## config.mk

```make
export PLATFORM = sky130hd
export DESIGN_NAME = seq_restoring_divider
export DESIGN_NICKNAME = d
export VERILOG_FILES = /design/src/rtl/divider_pkg.sv /design/src/rtl/divider_step.sv /design/src/rtl/seq_restoring_divider.sv
export SDC_FILE = /design/constraint.sdc
export NUM_CORES = 1
export LEC_CHECK = 0
export BUFFER_PORTS_ARGS = -buffer_cell sky130_fd_sc_hd__buf_2
export CAP_MARGIN = 10
export CORE_MARGIN = 2
export CORE_UTILIZATION = 40
export DETAILED_ROUTE_END_ITERATION = 10
export SYNTH_ARGS = -nofsm -noshare
export SYNTH_HDL_FRONTEND = slang
export SYNTH_SLANG_ARGS = --single-unit
```

## constraint.sdc

```tcl
create_clock -name clk -period 6.1 [get_ports clk]
set_input_delay 1.22 -clock clk [delete_from_list [all_inputs] [get_ports clk]]
set_output_delay 1.22 -clock clk [all_outputs]
set_load 0.05 [all_outputs]
```

## src/rtl/divider_pkg.sv

```systemverilog
// Shared definitions for the sequential restoring divider.
//   state_e : controller states (IDLE -> CALC -> DONE -> IDLE)
//   DW_DEF  : default dividend/quotient width (multiplier product width)
//   VW_DEF  : default divisor/remainder width (widest multiplier operand)
package divider_pkg;
  localparam int DW_DEF = 5;
  localparam int VW_DEF = 3;

  typedef enum logic [1:0] {
    IDLE = 2'd0,
    CALC = 2'd1,
    DONE = 2'd2
  } state_e;
endpackage

```

## src/rtl/divider_step.sv

```systemverilog
// One restoring-division step, purely combinational.
//   r_i      : partial remainder so far (always < divisor, so the top bit is 0)
//   bit_i    : next dividend bit, MSB first
//   divisor_i: divisor
//   r_o      : partial remainder after this step
//   q_o      : quotient bit produced by this step
module divider_step
  import divider_pkg::*;
#(
  parameter int VW = VW_DEF
) (
  input  logic [VW:0]   r_i,
  input  logic          bit_i,
  input  logic [VW-1:0] divisor_i,
  output logic [VW:0]   r_o,
  output logic          q_o
);
  // Shifted value can reach 2*divisor-1, hence the extra bit.
  logic [VW:0] r_sh;

  assign r_sh = {r_i[VW-1:0], bit_i};
  assign q_o  = (r_sh >= {1'b0, divisor_i});
  assign r_o  = q_o ? (r_sh - {1'b0, divisor_i}) : r_sh;
endmodule

```

## src/rtl/seq_restoring_divider.sv

```systemverilog
// Multi-cycle unsigned restoring divider, one quotient bit per clock.
//   clk, rst_n  : clock, asynchronous active-low reset
//   start       : request, taken only while ready=1
//   dividend    : DW-bit dividend, captured with start
//   divisor     : VW-bit divisor, captured with start
//   ready       : idle, start will be accepted
//   done        : one-cycle pulse, result registers just updated
//   quotient    : floor(dividend/divisor), all ones on divide by zero
//   remainder   : dividend mod divisor, 0 on divide by zero
//   div_by_zero : captured divisor was zero
// Results hold until the next completion; only reset clears them.
module seq_restoring_divider
  import divider_pkg::*;
#(
  parameter int DW = DW_DEF,
  parameter int VW = VW_DEF
) (
  input  logic          clk,
  input  logic          rst_n,
  input  logic          start,
  input  logic [DW-1:0] dividend,
  input  logic [VW-1:0] divisor,
  output logic          ready,
  output logic          done,
  output logic [DW-1:0] quotient,
  output logic [VW-1:0] remainder,
  output logic          div_by_zero
);
  localparam int CW = (DW > 1) ? $clog2(DW) : 1;

  state_e        state_q, state_d;
  logic [CW-1:0] cnt_q, cnt_d;
  logic [DW-1:0] dvd_q, dvd_d;
  logic [VW-1:0] dvs_q, dvs_d;
  logic [VW:0]   rem_q, rem_d;
  logic [DW-1:0] quo_q, quo_d;
  logic [DW-1:0] quotient_q, quotient_d;
  logic [VW-1:0] remainder_q, remainder_d;
  logic          dbz_q, dbz_d;

  logic [VW:0]   step_r;
  logic          step_q;

  divider_step #(.VW(VW)) u_step (
    .r_i      (rem_q),
    .bit_i    (dvd_q[cnt_q]),
    .divisor_i(dvs_q),
    .r_o      (step_r),
    .q_o      (step_q)
  );

  always_comb begin
    state_d     = state_q;
    cnt_d       = cnt_q;
    dvd_d       = dvd_q;
    dvs_d       = dvs_q;
    rem_d       = rem_q;
    quo_d       = quo_q;
    quotient_d  = quotient_q;
    remainder_d = remainder_q;
    dbz_d       = dbz_q;
    unique case (state_q)
      IDLE: begin
        if (start) begin
          dvd_d = dividend;
          dvs_d = divisor;
          cnt_d = CW'(DW - 1);
          rem_d = '0;
          quo_d = '0;
          if (divisor == '0) begin
            // No iterations needed: report straight away.
            state_d     = DONE;
            quotient_d  = '1;
            remainder_d = '0;
            dbz_d       = 1'b1;
          end else begin
            state_d = CALC;
          end
        end
      end
      CALC: begin
        rem_d        = step_r;
        quo_d[cnt_q] = step_q;
        cnt_d        = cnt_q - 1'b1;
        if (cnt_q == '0) begin
          state_d     = DONE;
          quotient_d  = quo_d;
          // Final remainder is < divisor, so the top bit is always 0.
          remainder_d = step_r[VW-1:0];
          dbz_d       = 1'b0;
        end
      end
      DONE:    state_d = IDLE;
      default: state_d = IDLE;
    endcase
  end

  always_ff @(posedge clk or negedge rst_n) begin
    if (!rst_n) begin
      state_q     <= IDLE;
      cnt_q       <= '0;
      dvd_q       <= '0;
      dvs_q       <= '0;
      rem_q       <= '0;
      quo_q       <= '0;
      quotient_q  <= '0;
      remainder_q <= '0;
      dbz_q       <= 1'b0;
    end else begin
      state_q     <= state_d;
      cnt_q       <= cnt_d;
      dvd_q       <= dvd_d;
      dvs_q       <= dvs_d;
      rem_q       <= rem_d;
      quo_q       <= quo_d;
      quotient_q  <= quotient_d;
      remainder_q <= remainder_d;
      dbz_q       <= dbz_d;
    end
  end

  assign ready       = (state_q == IDLE);
  assign done        = (state_q == DONE);
  assign quotient    = quotient_q;
  assign remainder   = remainder_q;
  assign div_by_zero = dbz_q;
endmodule
```

# Yosys cells after proc, flatten, opt, wreduce, memory -nomap -nowiden
# Index checks and enable logic that the tools add are counted.
[totals] regBits=30 input_bits=11 output_inout_bits=11 wordCells=56
[op_classes] addsub=2 magnitude_cmp=3 n_eq_ne=5 n_mux=28 reduce_logical=9
[op_table] operator="two-way mux 5 bit" n=4
[op_table] operator="one-hot mux 5 bit (2 select lines)" n=2
[op_table] operator="two-way mux 3 bit" n=6
[op_table] operator="one-hot mux 3 bit (2 select lines)" n=3
[op_table] operator="zero test 3 bit" n=2
[op_table] operator="two-way mux 2 bit" n=3
[op_table] operator="AND reduction 2 bit" n=3
[op_table] operator="bitwise mux 5 bit" n=1
[op_table] operator="two-way mux 1 bit" n=5
[op_table] operator="greater-or-equal comparator 4 x 3 -> 1 bit" n=1
[op_table] operator="less-than comparator 3 x 4 -> 1 bit, second input constant" n=1
[op_table] operator="!= test 2 bit, second input constant" n=2
[op_table] operator="one-hot mux 2 bit (2 select lines)" n=1
[op_table] operator="AND reduction 4 bit" n=1
[op_table] operator="binary-select mux 1 bit (select 3 bit)" n=1
[op_table] operator="demux 1 bit (select 3 bit)" n=1
[op_table] operator="greater-or-equal comparator 3 x 1 -> 1 bit, second input constant" n=1
[op_table] operator="subtractor 3 x 1 -> 3 bit, second input constant" n=1
[op_table] operator="subtractor 3 bit" n=1
[op_table] operator="equality test 2 x 1 -> 1 bit, second input constant" n=1
[op_table] operator="equality test 2 bit, second input constant" n=1
[op_table] operator="zero test 2 bit" n=1
[op_table] operator="!= test 2 x 1 -> 1 bit, second input constant" n=1
[op_table] operator="one-hot mux 1 bit (2 select lines)" n=1
[op_table] operator="other kinds (2)" n=2

# Longest topological paths before layout
# Gate-level depths: netlist (run 1).
[logic_depth] ltp_word=7 ltp_mapped=10

# By module
# Synthesis (run 1) repeated with hierarchy kept, for this count alone.
[unflattened] hier_cells=143 hier_area_um2=1734.2
[by_module_without_submodules] mod="seq_restoring_divider" n_inst=1 cells_per_inst=121 area_each_um2=1539.0 seq_area_each_um2=775.7
[by_module_without_submodules] mod="divider_step" n_inst=1 cells_per_inst=22 area_each_um2=195.2 seq_area_each_um2=0.0

# Least setup slack after synthesis (run 1)
# No wires, ideal clock.
[synth_path] path_kind="register to output" startpoint="register state_q[0]" endpoint="output done" arrival_time_ns=1.336 path_slack_ns=3.544 stages_incl_launch_ff=3 path_buffers=1 path_cell_list="dfrtp_1 > clkbuf_1 > nor2b_1"
[synth_between] elab_chain_cells=1
[synth_lines] element="from (decl)" line_no="seq_restoring_divider.sv:31" rtl="state_e state_q, state_d;"
[synth_lines] element="from (signal assigned)" line_no="seq_restoring_divider.sv:110" rtl="state_q <= state_d;"
[synth_lines] element="equality test 2 bit" line_no="seq_restoring_divider.sv:123" rtl="assign done = (state_q == DONE);"
[synth_lines] element="to (decl)" line_no="seq_restoring_divider.sv:24" rtl="output logic done,"
# Every way passes these cells.

# Worst setup path in the final report (run 1)
[layout_path] startpoint="register cnt_q[0]" endpoint="register remainder_q[1] (netlist: remainder[1])"
[layout_between] elab_chain_cells=6
[layout_lines] element="from (decl)" line_no="seq_restoring_divider.sv:32" rtl="logic [CW-1:0] cnt_q, cnt_d;"
[layout_lines] element="from (signal assigned)" line_no="seq_restoring_divider.sv:111" rtl="cnt_q <= cnt_d;"
[layout_lines] element="binary-select mux 1 bit (select 3 bit)" line_no="seq_restoring_divider.sv:46" rtl=".bit_i (dvd_q[cnt_q]),"
[layout_lines] element="two-way mux 1 bit (not written as such)" line_no="seq_restoring_divider.sv:46"
[layout_lines] element="greater-or-equal comparator 4 x 3 -> 1 bit / subtractor 3 bit (equally long branches)" line_no="divider_step.sv:22, divider_step.sv:23"
[layout_lines] element="two-way mux 3 bit" line_no="divider_step.sv:23" rtl="assign r_o = q_o ? (r_sh - {1'b0, divisor_i}) : r_sh;"
[layout_lines] element="two-way mux 3 bit" line_no="seq_restoring_divider.sv:85" rtl="if (cnt_q == '0) begin"
[layout_lines] element="one-hot mux 3 bit (2 select lines)" line_no="seq_restoring_divider.sv:62" rtl="unique case (state_q)"
[layout_lines] element="to (signal assigned)" line_no="seq_restoring_divider.sv:117" rtl="remainder_q <= remainder_d;"
[layout_lines] element="to (decl)" line_no="seq_restoring_divider.sv:38" rtl="logic [VW-1:0] remainder_q, remainder_d;"
# Parallel ways exist; a longest one is shown, timed or not. The select of a mux whose other input is x is not followed.
# A chain may end at the register's enable or synchronous reset.

==> results.sh, run 1 <==
export IMPL_crit_type="reg -> reg"
export IMPL_dpl_hpwl_um=2320
export IMPL_status="completed"
export IMPL_power_density_nw_per_um2=629
export IMPL_grt_overflow_total=0
export IMPL_met3_usage_pct=5.48
export IMPL_rsz0062_at_grt="no"
export IMPL_first_pass_iters=4
export IMPL_cts_sinks=30
export IMPL_io_pins=22
export IMPL_grt_busiest_layer="met2"
export IMPL_vias=1140
export IMPL_setup_ws_ns=3.38
export IMPL_wl_per_cell_um=14.9
export IMPL_route_detailed_drc=0
export IMPL_avgViaCountPerCell=5.35
export IMPL_rrSetupSlack_ns=3.38
export IMPL_globalplace_congestion=0.815
export IMPL_die_w_um=65.5
export IMPL_min_from="quo_q[0]$_DFFE_PN0P_"
export IMPL_postRouteAntennaNets=0
export IMPL_place_worst_setup_slack_ns=3.36
export IMPL_netlist_instances=144
export IMPL_postCtsSetupRepairBufs=0
export IMPL_drive_above_1_share_pct=21.8
export IMPL_min_to="quo_q[0]$_DFFE_PN0P_"
export IMPL_track_usage_pct=18.4
export IMPL_hold_class="reg -> reg"
export IMPL_cp_arrival_ns=2.88
export IMPL_syn_avg_cell_area_um2=10.5
export IMPL_grt_antenna_before_repair=0
export IMPL_clock_root_buffer="clkbuf_8"
export IMPL_h_tree_depth=2
export IMPL_startpoint_type="flip-flop"
export IMPL_synth_top_family_by_area="simple AND/OR/NAND/NOR gates"
export IMPL_worstSetupEndpointType="flip-flop"
export IMPL_antenna_cells=0
export IMPL_synth_seq_area_share_pct=49.7
export IMPL_synthArstFlopShare_pct=100
export IMPL_gr_usage_met2_pct=28.7
export IMPL_path_clk_slew_ns=0.06
export IMPL_grt_pass1_vias=1219
export IMPL_critPathMaxFanout=10
export IMPL_synth_xor_area_share_pct=0.579
export IMPL_use_met1_pct=23.2
export IMPL_holdWs_ns=0.495
export IMPL_synth_top_area_cell="dfrtp_1"
export IMPL_synth_top_area_share_pct=49.7
export IMPL_coreArea_um2=3630
export IMPL_worstReg2RegStart="cnt_q[0]$_DFFE_PN0P_"
export IMPL_synth_common_cells="30 x dfrtp_1, 17 x nand2_1, 10 x nor2_1, 10 x o21ai_0, 8 x a21oi_1"
export IMPL_clock_latency_ns=0.28
export IMPL_max_slew_worst_pin_slew_ns=0.854
export IMPL_netlist_area_um2=1510
export IMPL_routed_wl_um=3170
export IMPL_hold_viol=0
export IMPL_synth_seq_cells=30
export IMPL_area_delta_synth_final_pct=13.0
export IMPL_post_cts_resized=0
export IMPL_syn_nets=161
export IMPL_cp_required_ns=6.27
export IMPL_synth_simple_area_share_pct=16.8
export IMPL_timing_clock_skew_ns=0.00480
export IMPL_r2r_cells=9
export IMPL_maxCapViolCount=0
export IMPL_synth_edff_count=0
export IMPL_synth_compound_area_share_pct=14.5
export IMPL_io_buffers=21
export IMPL_setup_tns_ns=0
export IMPL_yosys_cell_types_count=37
export IMPL_yosys_most_used_dff="dfrtp_1"
export IMPL_grt_pass1_wl_um=5820
export IMPL_leakage_nw=0.770
export IMPL_initialDrtViolationCount=66
export IMPL_yosysWarnings=0
export IMPL_report_final_slew_viol_count=0
export IMPL_synthAdderAreaFrac_pct=5.46
export IMPL_slew_headroom_pct=43.0
export IMPL_synth_area_mux_share_pct=7.78
export IMPL_period_share_pct=44.6
export IMPL_nNetsFinal=182
export IMPL_min_period_ns=2.72
export IMPL_setup_viol=0
export IMPL_rows=22
export IMPL_design_die_area_um2=4290
export IMPL_die_y_um=65.5
export IMPL_irDropWorstVdd_mv=0.291
export IMPL_grt_max_degree=31
export IMPL_post_synth_top_count_cell="dfrtp_1"
export IMPL_cts_hold_buf=0
export IMPL_start_util_pct=41.6
export IMPL_cts_tree="yes"
export IMPL_min_path_cells=2
export IMPL_critical_path_reg2reg_endpoint="remainder[1]$_DFFE_PN0P_"
export IMPL_clock_path_buffers=2
export IMPL_yosys_top_cells_area="dfrtp_1 50%, mux2_2 4.5%, nand2_1 4.2%"
export IMPL_fmax_ghz=0.368
export IMPL_cts_buffers=5
==> routing by layer <==
metal | vias up | wire length (um)
met5 | - | 0
met4 | 0 | 110
met3 | 10 | 135
met2 | 25 | 1470
met1 | 556 | 1450
li1 | 549 | -
==> critical path, cell delays in order, from the launching register on <==
cell	delay, ns
dfrtp_1	0.56
mux2i_1	0.13
o21ai_0	0.26
a21oi_1	0.14
ha_1	0.21
fa_1	0.39
nand2b_1	0.17
nand3_1	0.33
nand2_1	0.13
a32o_1	0.28
==> per-stage QoR <==
stage                     utilization (%)  std cells  instance area [um^2]  total power, W
after global routing                 47.0        213                  1710         0.00117
after global placement               44.9        206                  1630        0.000919
after CTS                            47.0        213                  1710         0.00108
final                                47.0        213                  1710         0.00107
after detailed placement             44.9        206                  1630        0.000937
after floorplan                         -        144                  1510        0.000813
==> flip-flops by register name, indices dropped and copies added, names as in the netlist <==
signal       flops
cnt_q            3
div_by_zero      1
dvd_q            5
dvs_q            3
quo_q            5
quotient         5
rem_q            3
remainder        3
state_q          2
==> area by class of cell <==
type	count	area, um^2
fill	371	1930
timing repair buffer	22	113
multi-input combinational	99	682
clock buffer	7	76.3
inverter	7	26.3
sequential	30	751
tap	48	60.1
==> cells by family after synthesis <==
| family | count (synthesis) |
|---|---|
| adders and majority gates | 6 |
| DFF | 30 |
| buffers and inverters | 15 |
| AOI/OAI and AO/OA | 33 |
| muxes | 11 |
| xor gates and xnor gates | 1 |
| and+or+nand+nor | 48 |
==> power breakdown <==
part | switching [W] | internal (W)
Sequential | 0.0000903 | 0.000288
Combinational | 0.000342 | 0.000207
Clock | 0.0000691 | 0.0000783
Total | 0.000501 | 0.000572
==> layout by cell type (no fill, tap or decap), types with 2 or more instances in the layout <==
cell	synthesis	final
nand2_1	17	17
nand2b_1	2	2
clkbuf_8	0	5
o31ai_1	2	2
inv_1	6	6
nor2_1	10	10
nor2b_1	2	2
mux2_2	6	6
nor3b_1	2	2
dfrtp_1	30	30
nand3_1	3	3
a21oi_1	8	8
nor3_1	4	4
clkbuf_1	2	2
buf_2	3	21
nand3b_1	3	3
a32o_1	2	2
a22o_1	4	4
o21ai_0	10	10
mux2i_1	5	5
ha_1	5	5
==> worst max-delay path by stage <==
stage	slack (ns)	cells after the start	from	endpoint
after global routing	3.19	9	cnt_q[0]$_DFFE_PN0P_	remainder[1]$_DFFE_PN0P_
final	3.38	9	cnt_q[0]$_DFFE_PN0P_	remainder[1]$_DFFE_PN0P_
after floorplan	3.54	2	state_q[0]$_DFFE_PN0P_	done
after global placement	3.43	9	cnt_q[0]$_DFFE_PN0P_	remainder[1]$_DFFE_PN0P_
after CTS	3.36	9	cnt_q[0]$_DFFE_PN0P_	rem_q[2]$_DFFE_PN0P_
after detailed placement	3.36	9	cnt_q[0]$_DFFE_PN0P_	rem_q[2]$_DFFE_PN0P_
(Power assumes the default switching activity.)
==> run 2, diff against run 1 <==
==> constraint.sdc (replaced) <==
create_clock -name clk -period 2.3 [get_ports clk]
set_input_delay 0.46 -clock clk [delete_from_list [all_inputs] [get_ports clk]]
set_output_delay 0.46 -clock clk [all_outputs]
set_load 0.05 [all_outputs]
==> results.sh, run 2 (synthesized netlist as in run 1, its figures left out) <==
export IMPL_h_tree_depth=2
export IMPL_drive_above_1_share_pct=34.3
export IMPL_cp_num_buf_inv=0
export IMPL_max_slew_worst_pin_slew_ns=0.678
export IMPL_maxCapViolCount=0
export IMPL_io_pins=22
export IMPL_timing_clock_skew_ns=0.00208
export IMPL_worstSetupEndpointType="flip-flop"
export IMPL_path_clk_slew_ns=0.06
export IMPL_multi_input_area_um2=743
export IMPL_crit_type="reg -> reg"
export IMPL_route_detailed_drc=0
export IMPL_cts_buffers=5
export IMPL_hold_class="in -> async"
export IMPL_globalplace_congestion=0.899
export IMPL_max_stage_delay_ns=0.45
export IMPL_crit_chain="nor3b_4 -> a22o_1 -> a21oi_2 -> ha_2 -> fa_2 -> nand2b_4 -> and3_2 -> o31ai_2 -> a22o_1"
export IMPL_period_share_pct=97.4
export IMPL_setup_viol=0
export IMPL_startpoint_type="flip-flop"
export IMPL_min_period_ns=2.24
export IMPL_setup_tns_ns=0
export IMPL_r2r_cells=9
export IMPL_cp_required_ns=2.52
export IMPL_vias=1184
export IMPL_dpl_hpwl_um=2390
export IMPL_antenna_cells=0
export IMPL_filler_cell_count=355
export IMPL_die_y_um=65.5
export IMPL_clock_latency_ns=0.28
export IMPL_coreArea_um2=3630
export IMPL_track_usage_pct=17.6
export IMPL_postRouteAntennaNets=0
export IMPL_nNetsFinal=191
export IMPL_hold_viol=0
export IMPL_first_pass_iters=4
export IMPL_crit_top_cell="a22o_1"
export IMPL_fin_util_pct=51.5
export IMPL_seq_area_um2=753
export IMPL_rows=22
export IMPL_final_cell_mix="28 x dfrtp_1, 21 x buf_2, 17 x nand2_1"
export IMPL_critPathMaxFanout=5
export IMPL_cts_tree="yes"
export IMPL_start_util_pct=41.6
export IMPL_fmax_ghz=0.446
export IMPL_crit_slowest_cell="dfrtp_2"
export IMPL_grt_antenna_before_repair=0
export IMPL_worstReg2RegStart="cnt_q[0]$_DFFE_PN0P_"
export IMPL_routed_wl_um=3440
export IMPL_dpl_instance_area_um2=1700
export IMPL_cts_hold_buf=0
export IMPL_cp_arrival_ns=2.46
export IMPL_status="completed"
export IMPL_report_final_slew_viol_count=0
export IMPL_startpoint="cnt_q[0]$_DFFE_PN0P_"
export IMPL_initialDrtViolationCount=56
export IMPL_grt_overflow_total=0
export IMPL_fin_area_um2=1870
export IMPL_area_delta_synth_final_pct=23.9
export IMPL_slew_headroom_pct=54.8
export IMPL_cp_top_family="simple AND/OR/NAND/NOR gates"
export IMPL_avgViaCountPerCell=5.31
export IMPL_clock_root_buffer="clkbuf_8"
export IMPL_io_buffers=21
export IMPL_final_common_cell="dfrtp_1"
export IMPL_cts_sinks=30
export IMPL_dp_cells=214
export IMPL_grt_pass1_wl_um=5540
export IMPL_grt_max_degree=31
export IMPL_design_die_area_um2=4290
export IMPL_stdcell_count=223
export IMPL_die_w_um=65.5
export IMPL_grt_pass1_vias=1218
export IMPL_clock_path_buffers=2
export IMPL_crit_cells=9
export IMPL_wl_per_cell_um=15.4
run 2: cell count changes in the layout (fill, tap and decap cells not counted), moves of 2 or more:
| cell | delta |
|---|---|
| o21ai_1 | +3 |
| o21ai_0 | -3 |
| clkbuf_8 | +3 |
| buf_4 | +9 |
| mux2i_1 | -2 |
| dfrtp_2 | +2 |
| mux2i_4 | +2 |
| clkbuf_1 | -2 |
| dfrtp_1 | -2 |
run 2: area by class of cell:
| class | count | share of cell area (%) |
|---|---|---|
| clock buffers | 8 | 5.88 |
| repair buffers | 31 | 9.62 |
| inverters | 7 | 1.40 |
| flip-flops and latches | 30 | 40.2 |
| well taps | 48 | 3.21 |
| multi-input cells | 99 | 39.7 |
run 2: worst register-to-register path: stages (launching register included):
cell and delay [ns]:
dfrtp_2 0.45, nor3b_4 0.22, a22o_1 0.21, a21oi_2 0.04, ha_2 0.18, fa_2 0.35, nand2b_4 0.16, and3_2 0.24
o31ai_2 0.17, a22o_1 0.14
run 2: metal layers:
metal  GRT usage (%)  wire, um  vias up
met2            27.6      1670       20
met4            8.85        62        0
met3            5.65       114        7
li1                -         -      567
met1            21.8      1590      590
met5               0         0        -
run 2: what timing repair did:
item / 4_1_cts / 5_1_grt
resized for setup: 5 / 12
endpoints found under the setup margin: 12 / 15
gates cloned: 0 / 0
setup buffers: 1 / 0
pin swaps: 1 / 2
run 2: path summary, 6_finish.rpt:
| kind | end | slack (ns) |
|---|---|---|
| worst max register to register | quo_q[3]$_DFFE_PN0P_ | 0.06 |
| max in group asynchronous | cnt_q[0]$_DFFE_PN0P_ | 1.61 |
| min in group clk | dvd_q[0]$_DFFE_PN0P_ | 0.41 |
| worst min-delay path | cnt_q[2]$_DFFE_PN0P_ | 0.22 |
| worst max-delay path | quo_q[3]$_DFFE_PN0P_ | 0.06 |
| worst min register to register | remainder[2]$_DFFE_PN0P_ | 0.49 |
run 2: stage by stage:
stage               setup slack, ns  hold slack, ns
global route                -0.0363           0.254
global placement             0.0538           0.465
detailed placement          -0.0466           0.477
floorplan                    0.0574           0.164
CTS                        -0.00300           0.234
finish                       0.0598           0.216
Power of run 2 is not shown: default switching activity piles up to over one toggle a cycle in this logic, so the estimate is an artifact.
==> run 3, diff against run 2 <==
--- a/config.mk
+++ b/config.mk
@@ -9,7 +9,10 @@
 export CAP_MARGIN = 10
 export CORE_MARGIN = 2
 export CORE_UTILIZATION = 40
+export CTS_CLUSTER_SIZE = 20
 export DETAILED_ROUTE_END_ITERATION = 10
+export PLACE_DENSITY = 0.7
 export SYNTH_ARGS = -nofsm -noshare
 export SYNTH_HDL_FRONTEND = slang
 export SYNTH_SLANG_ARGS = --single-unit
+export TNS_END_PERCENT = 20
==> results.sh, run 3 (synthesized netlist as in run 1, its figures left out) <==
export IMPL_status="completed"
export IMPL_startpoint_type="flip-flop"
export IMPL_io_buffers=21
export IMPL_cts_sinks=30
export IMPL_wl_per_cell_um=15.8
export IMPL_area_delta_synth_final_pct=23.3
export IMPL_grt_pass1_vias=1241
export IMPL_rows=22
export IMPL_start_util_pct=41.6
export IMPL_grt_max_degree=31
export IMPL_min_period_ns=2.25
export IMPL_final_cell_mix="28 x dfrtp_1, 21 x buf_2, 17 x nand2_1"
export IMPL_cp_arrival_ns=2.42
export IMPL_stdcell_count=224
export IMPL_dpl_hpwl_um=2440
export IMPL_drive_above_1_share_pct=32.4
export IMPL_worstSetupEndpointType="flip-flop"
export IMPL_postRouteAntennaNets=0
export IMPL_critPathMaxFanout=6
export IMPL_clock_latency_ns=0.29
export IMPL_max_slew_worst_pin_slew_ns=0.657
export IMPL_nNetsFinal=192
export IMPL_slew_headroom_pct=56.2
export IMPL_cp_required_ns=2.47
export IMPL_die_w_um=65.5
export IMPL_wl_met2_um=1730
export IMPL_die_y_um=65.5
export IMPL_final_common_cell="dfrtp_1"
export IMPL_initialDrtViolationCount=76
export IMPL_track_usage_pct=18.4
export IMPL_maxCapViolCount=0
export IMPL_fmax_ghz=0.445
export IMPL_setup_tns_ns=0
export IMPL_design_die_area_um2=4290
export IMPL_wl_met3_um=227
export IMPL_io_pins=22
export IMPL_clock_path_buffers=2
export IMPL_holdWs_ns=0.194
export IMPL_route_detailed_drc=0
export IMPL_antenna_cells=0
export IMPL_grt_overflow_total=0
export IMPL_cts_tree="yes"
export IMPL_grt_pass1_wl_um=5820
export IMPL_coreArea_um2=3630
export IMPL_filler_cell_count=353
export IMPL_path_clk_slew_ns=0.07
export IMPL_grt_antenna_before_repair=0
export IMPL_vias=1187
export IMPL_avgViaCountPerCell=5.30
export IMPL_routed_wl_um=3540
export IMPL_top_layer="met4"
export IMPL_cts_buffers=5
export IMPL_setup_viol=0
export IMPL_met1Wirelength_um=1540
export IMPL_crit_type="reg -> reg"
export IMPL_clock_root_buffer="clkbuf_8"
export IMPL_globalplace_congestion=0.864
export IMPL_timing_clock_skew_ns=0.00621
export IMPL_h_tree_depth=2
export IMPL_hold_viol=0
export IMPL_first_pass_iters=4
export IMPL_dp_cells=214
export IMPL_report_final_slew_viol_count=0
export IMPL_rsz0062_at_grt="yes"
export IMPL_hold_class="in -> async"
export IMPL_period_share_pct=97.7
==> run 3: cell count changes in the layout (fill, tap and decap cells not counted), sizes merged <==
cell | previous run | this run
buf | 31 | 32
clkbuf | 8 | 5
clkinv | 0 | 2
bufinv | 0 | 1
==> run 3: worst paths after layout <==
check / depth (start not counted) / endpoint / slack (ns) / start
setup / recovery: 9 / rem_q[1]$_DFFE_PN0P_ / 0.05 / cnt_q[0]$_DFFE_PN0P_
hold / removal: 1 / quo_q[2]$_DFFE_PN0P_ / 0.19 / rst_n
setup reg to reg: 9 / rem_q[1]$_DFFE_PN0P_ / 0.05 / cnt_q[0]$_DFFE_PN0P_
hold reg to reg: 1 / quotient[4]$_DFFE_PN0P_ / 0.48 / quotient[4]$_DFFE_PN0P_
max in group asynchronous: 1 / cnt_q[0]$_DFFE_PN0P_ / 1.64 / rst_n
min in group clk: 2 / dvd_q[3]$_DFFE_PN0P_ / 0.40 / dividend[3]
==> run 3: worst max-delay path, cell delays in order, from the launching register on <==
cell and delay (ns):
dfrtp_2 0.45, nor3b_4 0.22, a22o_1 0.19, a21oi_1 0.05, ha_1 0.20, fa_2 0.35, nand2b_4 0.16, nand3_4 0.13
nand2_1 0.11, a32o_1 0.26
==> run 3: through the flow <==
| stage | setup slack (ns) | cell area, um^2 | utilization, % |
|---|---|---|---|
| after floorplan | 0.0574 | 1520 | - |
| after global placement | -0.00108 | 1700 | 46.7 |
| after detailed placement | -0.0803 | 1700 | 46.7 |
| after CTS | 0.0107 | 1820 | 50.0 |
| after global routing | -0.0398 | 1860 | 51.3 |
| final | 0.0531 | 1860 | 51.3 |
==> run 3: layout make-up <==
class | instances | area, um^2 | area share [%]
clock buffer | 5 | 68.8 | 3.69
clock inverter | 3 | 40.0 | 2.15
inverter | 7 | 26.3 | 1.41
multi-input combinational | 99 | 724 | 38.9
sequential | 30 | 753 | 40.4
tap | 48 | 60.1 | 3.22
timing repair buffer | 32 | 191 | 10.3
==> run 3: what timing repair did <==
action,in CTS,in global routing
endpoints found under the setup margin,14,14
gates cloned,0,0
resized for setup,3,11
hold buffers,0,0
setup buffers,1,1
pin swaps,0,5
==> run 3: layer usage <==
layer / vias to the layer above / global-route usage, %
met2: 46 / 30.7
met4: 0 / 5.73
met3: 3 / 5.82
met5: - / 0
met1: 572 / 22.6
li1: 566 / -
Power of run 3 is left out for the same reason.
